==> config.mk <==
export PLATFORM = sky130hd
export DESIGN_NAME = seg7_scan_driver
export DESIGN_NICKNAME = d
export VERILOG_FILES = /design/src/rtl/seg7_pkg.sv /design/src/rtl/hex_to_seg7.sv /design/src/rtl/seg7_scan_driver.sv
export SDC_FILE = /design/constraint.sdc
export NUM_CORES = 1
export LEC_CHECK = 0
export CAP_MARGIN = 20
export CELL_PAD_IN_SITES_DETAIL_PLACEMENT = 1
export CELL_PAD_IN_SITES_GLOBAL_PLACEMENT = 2
export CORE_MARGIN = 3
export CORE_UTILIZATION = 31
export DETAILED_ROUTE_END_ITERATION = 10
export PLACE_DENSITY_LB_ADDON = 0.1
export SLEW_MARGIN = 20
export SYNTH_ARGS = -nofsm -noshare
export SYNTH_HDL_FRONTEND = slang
export SYNTH_HIERARCHICAL = 1
export SYNTH_SLANG_ARGS = --single-unit
==> constraint.sdc <==
create_clock -name clk -period 3.4 [get_ports clk]
set_clock_uncertainty 0.15 [all_clocks]
set_input_delay 0.68 -clock clk [delete_from_list [all_inputs] [get_ports clk]]
set_output_delay 0.68 -clock clk [all_outputs]
set_load 0.01 [all_outputs]
==> src/rtl/seg7_pkg.sv <==
// ---------------------------------------------------------------------------
// seg7_pkg
// Shared definitions for the multiplexed seven-segment scan driver:
//   - SEG_OFF       : all-off pattern for the active-low segment/select buses
//   - scan_state_e  : two-state scan FSM encoding (BLANK gap, LIT digit)
//   - HEX7_TABLE    : active-high gfedcba pattern for each hex nibble
//   - lz_blank_mask : per-digit leading-zero blank flags for a 32-bit value
// ---------------------------------------------------------------------------
package seg7_pkg;

    localparam logic [7:0] SEG_OFF = 8'hFF;

    typedef enum logic {
        BLANK = 1'b0,
        LIT   = 1'b1
    } scan_state_e;

    // Entry n is the pattern for nibble n; MSB-first concatenation, so F is first.
    localparam logic [15:0][6:0] HEX7_TABLE = {
        7'h71, 7'h79, 7'h5E, 7'h39,   // F E d C
        7'h7C, 7'h77, 7'h6F, 7'h7F,   // b A 9 8
        7'h07, 7'h7D, 7'h6D, 7'h66,   // 7 6 5 4
        7'h4F, 7'h5B, 7'h06, 7'h3F    // 3 2 1 0
    };

    // Bit k set when digit k is a leading zero, i.e. every nibble from k upward
    // is zero. Digit 0 is never blanked so a zero value still shows "0".
    function automatic logic [7:0] lz_blank_mask(input logic [31:0] value);
        logic [7:0] mask;
        mask = 8'h00;
        for (int k = 1; k < 8; k++) begin
            mask[k] = ((value >> (4 * k)) == 32'd0);
        end
        return mask;
    endfunction

endpackage

==> src/rtl/hex_to_seg7.sv <==
// ---------------------------------------------------------------------------
// hex_to_seg7
// Combinational hex nibble to seven-segment decoder.
// Ports:
//   nibble  in   4  hex digit value
//   seg     out  7  active-high segment pattern {g,f,e,d,c,b,a}
// ---------------------------------------------------------------------------
module hex_to_seg7
    import seg7_pkg::*;
(
    input  logic [3:0] nibble,
    output logic [6:0] seg
);

    assign seg = HEX7_TABLE[nibble];

endmodule

==> src/rtl/seg7_scan_driver.sv <==
// ---------------------------------------------------------------------------
// seg7_scan_driver
// Scans a latched 32-bit value onto an 8-digit multiplexed seven-segment
// display, one hex digit at a time, with a one-cycle all-off gap between
// digits to avoid ghosting. A stop input freezes the latched value.
// Parameters:
//   DIGIT_PERIOD  clk cycles per digit including the blank cycle (>= 2)
//   LZ_SUPPRESS   1 = blank leading zero digits (digit 0 never blanked)
// Ports:
//   clk         in   1   system clock, rising edge
//   rst         in   1   asynchronous active-low reset
//   stop        in   1   1 = hold shown, ignore data_valid
//   data_in     in   32  value to display, nibble k -> digit k
//   data_valid  in   1   load strobe for data_in
//   dp_mask     in   8   decimal point per digit, 1 = lit
//   o_seg       out  8   {dp,g,f,e,d,c,b,a}, active-low, registered
//   o_sel       out  8   digit enable, active-low one-hot, registered
//   shown       out  32  value currently latched for display
//   digit_idx   out  3   digit currently being scanned
// ---------------------------------------------------------------------------
module seg7_scan_driver
    import seg7_pkg::*;
#(
    parameter int DIGIT_PERIOD = 50000,
    parameter bit LZ_SUPPRESS  = 1'b1
) (
    input  logic        clk,
    input  logic        rst,
    input  logic        stop,
    input  logic [31:0] data_in,
    input  logic        data_valid,
    input  logic [7:0]  dp_mask,
    output logic [7:0]  o_seg,
    output logic [7:0]  o_sel,
    output logic [31:0] shown,
    output logic [2:0]  digit_idx
);

    localparam int CNT_W = (DIGIT_PERIOD > 2) ? $clog2(DIGIT_PERIOD) : 1;
    localparam logic [CNT_W-1:0] CNT_LAST = CNT_W'(DIGIT_PERIOD - 1);

    scan_state_e      state_q, state_d;
    logic [CNT_W-1:0] cnt_q, cnt_d;
    logic [2:0]       digit_idx_q, digit_idx_d;
    logic [31:0]      shown_q, shown_d;
    logic [7:0]       o_seg_q, o_seg_d;
    logic [7:0]       o_sel_q, o_sel_d;

    logic             tick;
    logic [3:0]       cur_nibble;
    logic [6:0]       cur_pattern;
    logic [7:0]       lz_mask;
    logic             digit_blank;

    assign tick = (cnt_q == CNT_LAST);

    // Decode the digit selected this cycle; the result lands in the output
    // register, so the display lags the scan state by one cycle.
    assign cur_nibble = shown_q[4 * digit_idx_q +: 4];

    hex_to_seg7 u_hex_to_seg7 (
        .nibble (cur_nibble),
        .seg    (cur_pattern)
    );

    assign lz_mask     = lz_blank_mask(shown_q);
    assign digit_blank = LZ_SUPPRESS && lz_mask[digit_idx_q];

    // ---------------- FSM: state register ----------------
    always_ff @(posedge clk or negedge rst) begin
        if (!rst) begin
            state_q <= BLANK;
        end else begin
            state_q <= state_d;
        end
    end

    // ---------------- FSM: next state ----------------
    // BLANK always lasts a single cycle; LIT ends on the prescaler tick.
    always_comb begin
        state_d = state_q;
        case (state_q)
            BLANK:   state_d = LIT;
            LIT:     if (tick) state_d = BLANK;
            default: state_d = BLANK;
        endcase
    end

    // ---------------- FSM: outputs ----------------
    // A leading-zero digit stays selected with its segments dark, but its
    // decimal point still follows dp_mask.
    always_comb begin
        o_sel_d = SEG_OFF;
        o_seg_d = SEG_OFF;
        if (state_q == LIT) begin
            o_sel_d = ~(8'b1 << digit_idx_q);
            o_seg_d = ~{dp_mask[digit_idx_q], (digit_blank ? 7'h00 : cur_pattern)};
        end
    end

    // ---------------- Datapath next values ----------------
    always_comb begin
        shown_d = shown_q;
        if (data_valid && !stop) begin
            shown_d = data_in;
        end

        // Entering BLANK restarts the count, so a digit gets one BLANK cycle
        // (cnt=0) followed by LIT cycles cnt=1..DIGIT_PERIOD-1.
        cnt_d = cnt_q + CNT_W'(1);
        if (tick || state_d == BLANK) begin
            cnt_d = '0;
        end

        digit_idx_d = digit_idx_q;
        if (state_q == LIT && tick) begin
            digit_idx_d = digit_idx_q + 3'd1;
        end
    end

    // ---------------- Datapath and output registers ----------------
    always_ff @(posedge clk or negedge rst) begin
        if (!rst) begin
            cnt_q       <= '0;
            digit_idx_q <= 3'd0;
            shown_q     <= 32'd0;
            o_seg_q     <= SEG_OFF;
            o_sel_q     <= SEG_OFF;
        end else begin
            cnt_q       <= cnt_d;
            digit_idx_q <= digit_idx_d;
            shown_q     <= shown_d;
            o_seg_q     <= o_seg_d;
            o_sel_q     <= o_sel_d;
        end
    end

    assign o_seg     = o_seg_q;
    assign o_sel     = o_sel_q;
    assign shown     = shown_q;
    assign digit_idx = digit_idx_q;

endmodule

## Yosys cells after proc, flatten, opt, wreduce, memory -nomap -nowiden

Memories as Yosys holds them, arrays and structs flattened.
Index checks and enable logic that the tools add are counted.

- Bitwise logic cells: 4
- Equality and inequality tests: 1
- Muxes and demuxes: 11
- Shifts and indexed selects: 2
- Reduce and logical (&&, ||, !) cells: 11
- Add/sub/neg operators: 2
- $lt $le $gt $ge: 2

Operator list:

| kind | number |
|---|---|
| zero test 32 bit | 7 |
| variable part select 32 x 6 -> 4 bit | 1 |
| adder 16 x 1 -> 16 bit (second input constant) | 1 |
| == test 16 bit (second input constant) | 1 |
| two-way mux 16 bit | 1 |
| two-way mux 8 bit | 2 |
| NOT 8 bit | 2 |
| two-way mux 7 bit | 2 |
| << shifter 1 x 3 -> 8 bit (first input constant) | 1 |
| binary-select mux 1 bit (select 3 bit) | 2 |
| less-than comparator 4 x 5 -> 1 bit (second input constant) | 1 |
| less-than comparator 3 x 4 -> 1 bit (second input constant) | 1 |
| adder 3 x 1 -> 3 bit (second input constant) | 1 |
| two-way mux 1 bit | 3 |
| logical AND 1 bit | 2 |
| NOT 1 bit | 2 |
| one-hot mux 1 bit (2 select lines) | 1 |
| zero test 1 bit | 1 |
| logical OR 1 bit | 1 |

- ROM bits: 112
- Logic and storage cells: 40
- Memories: 1
- Input bits: 44
- Output and inout port bits: 51
- Flip-flop bits (word level): 68

Memories:

| memory | words | bits a word | read ports | clocked after memory_dff | wr ports | RTL line | source |
|---|---|---|---|---|---|---|---|
| (name not given) | 16 | 7 | 1 | 0 | 0 | hex_to_seg7.sv:15 | `assign seg = HEX7_TABLE[nibble];` |

## Logic depth before layout (Yosys ltp)

- Depth after elaboration: 6
- Mapped depth: 10
- Depth with buffers taken out: 8

## By module

The synthesis kept the hierarchy.

By module, submodules not included:

| module | seq. area each (sq um) | area each (sq um) | times used | cells each |
|---|---|---|---|---|
| seg7_scan_driver | 1721.7 | 3066.7 | 1 | 232 |
| hex_to_seg7 | 0.0 | 287.8 | 1 | 33 |

## Worst setup path before layout

No wires, ideal clock.

- Path kind: register to register
- Start point: register digit_idx_q[0] (netlist: digit_idx[0])
- End point: register o_seg_q[3] (netlist: o_seg[3])
- Path buffers: 2
- Arrival: 2502 ps
- Slack: 666 ps
- Cell stages (with the launch flop): 11
- Library setup time: 81 ps
- Period minus slack after synthesis: 2734 ps
- Required time: 3169 ps
- Path through: dfrtp_1 buf_2 buf_2 mux4_2 nand2_1 nand2_1 inv_1 ha_1 inv_1 mux4_1 o211ai_1

- Word-level cells in the longest chain between the ends: 6

RTL lines:

| element | RTL line | source |
|---|---|---|
| start, declared | seg7_scan_driver.sv:44 | `logic [2:0] digit_idx_q, digit_idx_d;` |
| start signal, assigned | seg7_scan_driver.sv:131 | `digit_idx_q <= digit_idx_d;` |
| variable part select 32 x 6 -> 4 bit | seg7_scan_driver.sv:59 | `assign cur_nibble = shown_q[4 * digit_idx_q +: 4];` |
| net cur_nibble[1] | seg7_scan_driver.sv:50 | `logic [3:0] cur_nibble;` |
| memory (16 x 7 bit) | -- |  |
| two-way mux 7 bit (not written as such) | hex_to_seg7.sv:15 |  |
| net cur_pattern[3] | seg7_scan_driver.sv:51 | `logic [6:0] cur_pattern;` |
| two-way mux 7 bit | seg7_scan_driver.sv:97 | `o_seg_d = ~{dp_mask[digit_idx_q], (digit_blank ? 7'h00 : cur_pattern)};` |
| NOT 8 bit | seg7_scan_driver.sv:97 |  |
| two-way mux 8 bit | seg7_scan_driver.sv:95 | `if (state_q == LIT) begin` |
| net o_seg_d[3] | seg7_scan_driver.sv:46 | `logic [7:0] o_seg_q, o_seg_d;` |
| end signal, assigned | seg7_scan_driver.sv:133 | `o_seg_q <= o_seg_d;` |
| end, declared | seg7_scan_driver.sv:46 |  |

The timed path passes the listed nets, and every way through them passes these cells. The select of a mux whose other input is x is not followed.
A chain may end at the register's enable or synchronous reset.

## Worst setup path in the final report

Ends and elaborated chain as after synthesis.

==> flow_summary_export.csv <==
group,metric,value,unit
run_status,status,"complete, no violations",
synth,ys_top_cells_by_count,"dfrtp_1, mux2_2, nand2_1",
floorplanning,initial_utilization,0.322,
worst_setup_path,cp_top_family,"multiplexers",
place,numPortBuffers,94,
route,route.detailed.drc,0,
final_layout,nFillCells,1123,
sta,slew_viol_final,0,
sta,clock.fmax,364,MHz
synth,synth_edf_count,0,
synth,netlist_instances,265,
worst_setup_path,worst_r2r_endpoint,"o_seg[3]$_DFF_PN1_",
clock_tree,ctsResizeCount,0,
place,dpl-instance-area,4440,sq um
job,maxCapViolations,0,
route,via_count,2451,
worst_setup_path,timing.rr.start,"digit_idx[0]$_DFFE_PN0P_",
global_route,grtUsageTotal,0.159,
synth,ys_seq_area_frac,0.513,
pwr,cellLeakagePower,1.86,nW
clock_tree,htree_levels,3,
route,firstDrtPassIters,4,
global_route,grt_max_degree,36,
final_layout,syn_to_final_growth,38.2,%
floorplanning,die_h,110,um
sta,finalSetupViolations,0,
route,vias_per_cell,4.85,
global_route,grt_pass1_wl,14400,um
place,place.gp.congestion,0.747,
clock_tree,numCtsBuffers,9,
worst_setup_path,cp-endpoint,"o_seg[3]$_DFF_PN1_",
clock_tree,insertion_delay,0.35,ns
route,finalWirelength,8740,um
synth,synth.distinct_cells,44,
route,antenna_left,0,
sta,worst-slew-pin-transition,0.645,ns
pwr,peakVddDrop,0.221,mV
final_layout,fin_nets,422,
worst_setup_path,cp_num_cells,8,
worst_setup_path,worst_path_max_delay_cell,"dfrtp_1",
worst_setup_path,critPathLaunch,"digit_idx[0]$_DFFE_PN0P_",
floorplanning,core,10400,sq um
place,place_inst,488,
sta,holdWs,0.339,ns
worst_setup_path,critPathCaptureType,"flip-flop",
min_path,min_path_cells,1,
worst_setup_path,cp_max_fo,12,
final_layout,layout-drive-gt1-share,0.233,
pwr,p_per_area,449,nW/um^2
final_layout,fin_cells,505,
synth,synth_nets,323,
worst_setup_path,crit_arrival,2.87,ns
synth,synth_area,3350,sq um
clock_tree,clock-root-buffer,"clkbuf_8",
floorplanning,dieArea,12100,sq um
route,first_iter_violations,74,
sta,slew_headroom,0.570,
place,hpwl,6540,um
sta,finalCritPeriodShare,0.809,
sta,finalHoldViolations,0,
final_layout,diodes,0,
route,wire_per_inst,17.3,um
synth,synth-async-reset-ratio,1.00,
min_path,hp-class,"flip-flop to flip-flop",
synth,synth_area_leaders,"dfrtp_1, dfstp_2, mux2_2",
worst_setup_path,critPathMaxStageDelay,0.70,ns
worst_setup_path,cp-start-kind,"flip-flop",
final_layout,fin_area,4640,sq um
synth,avgSynthCellArea,12.7,sq um
pwr,finalPower,2.08,mW
clock_tree,clock_sinks,68,
sta,period_needed,2.75,ns
clock_tree,cts_tree,"yes",
clock_tree,post_cts_buffers,0,
synth,yosysMostFrequentCell,"dfrtp_1",
floorplanning,rows,37,
worst_setup_path,crit_path_cell_trace,"mux4_2, nand2_1, nand2_1, inv_1, ha_1, inv_1, mux4_1, o211ai_1",
clock_tree,clkTransAtPathRegs,0.07,ns
global_route,grt_overflow,0,
clock_tree,clock_path_buffers,2,
sta,grt_setup_unrepaired,"no",
worst_setup_path,required,3.52,ns
floorplanning,io_pins,95,
worst_setup_path,reg2reg_depth,8,
synth,yosys_warnings,6,
worst_setup_path,critPathKind,"flip-flop to flip-flop",
floorplanning,die_w,110,um
synth,ys_ff_latch,68,
global_route,antenna_found_initial,0,
global_route,grt_pass1_vias,2690,
sta,tns,0,ns
worst_setup_path,r2r_slack,0.65,ns
synth,ys.flop_type,"dfrtp_1",
synth,synth_top_cell_by_area,"dfrtp_1",
worst_setup_path,cp_num_buf_inv,2,
synth,synth_top_area_share,0.388,
[per-stage QoR]
step	setup WS [ns]	utilization
floorplan	0.666	-
global placement	0.713	0.427
detailed placement	0.646	0.427
CTS	0.608	0.445
global route	0.360	0.445
finish	0.651	0.445
[registers in the layout (all words and copies together) (netlist names)]
name       flops
shown         32
cnt_q         16
o_seg          8
o_sel          8
digit_idx      3
state_q        1
[power by group]
group	internal, mW	leakage (nW)	switching [mW]	total (mW)
registers	0.901	0.803	0.0803	0.982
clock network	0.330	0.0929	0.302	0.632
logic	0.291	0.963	0.176	0.467
total	1.52	1.86	0.559	2.08
[worst min path at each step]
stage | startpoint | endpoint | slack [ns]
after floorplan | rst | cnt_q[0]$_DFF_PN0_ | 0.23
after global placement | rst | shown[1]$_DFFE_PN0P_ | 0.32
after detailed placement | rst | shown[1]$_DFFE_PN0P_ | 0.33
after CTS | cnt_q[0]$_DFF_PN0_ | cnt_q[0]$_DFF_PN0_ | 0.34
after global routing | cnt_q[0]$_DFF_PN0_ | cnt_q[0]$_DFF_PN0_ | 0.36
final | cnt_q[0]$_DFF_PN0_ | cnt_q[0]$_DFF_PN0_ | 0.34
[cell families after synthesis]
kind of cell	count (synthesis)	synth area share
flip-flops	68	0.513
AO/OA/AOI/OAI	24	0.0485
buffers and inverters	21	0.0272
XOR/XNOR	12	0.0313
AND/OR/NAND/NOR	76	0.123
multiplexers	50	0.205
adder cells (fa/ha/maj)	14	0.0522
[metal layers]
metal | part of all wire | vias to the layer above | GRT usage
li1 | - | 1162 | -
met1 | 0.46 | 1227 | 0.206
met3 | 0.058 | 9 | 0.0524
met5 | 0 | - | 0
met2 | 0.47 | 53 | 0.248
met4 | 0.014 | 0 | 0.0534
[cells in the final DEF, fill, tap and decap left out, types with 4 or more instances in the layout]
master and count:
dfrtp_1 52, clkbuf_8 10, inv_1 9, a21oi_1 6, ha_1 14, o211ai_1 7, dfstp_2 16, nor2_1 6
nor4_1 7, nand3_1 5, mux2_2 36, xnor2_1 4, o21ai_0 4, clkdlybuf4s50_1 93, nand2_1 29, clkbuf_1 4
mux4_2 10, buf_4 5, xor2_1 8
[what timing repair did]
action | in CTS | in global routing
hold buffers | 1 | 0
setup endpoints to repair | 0 | 0
hold endpoints to repair | 1 | 0
[final cells by class]
| class | count | area (sq um) | share of cell area |
|---|---|---|---|
| repair buffers | 100 | 983 | 0.212 |
| multi-input cells | 176 | 1540 | 0.333 |
| flip-flops and latches | 68 | 1720 | 0.371 |
| well taps | 136 | 170 | 0.0367 |
| clock inverters | 1 | 5.00 | 0.00108 |
| inverters | 9 | 33.8 | 0.00729 |
| clock buffers | 15 | 178 | 0.0383 |
Power figures use the tool's default switching activity.
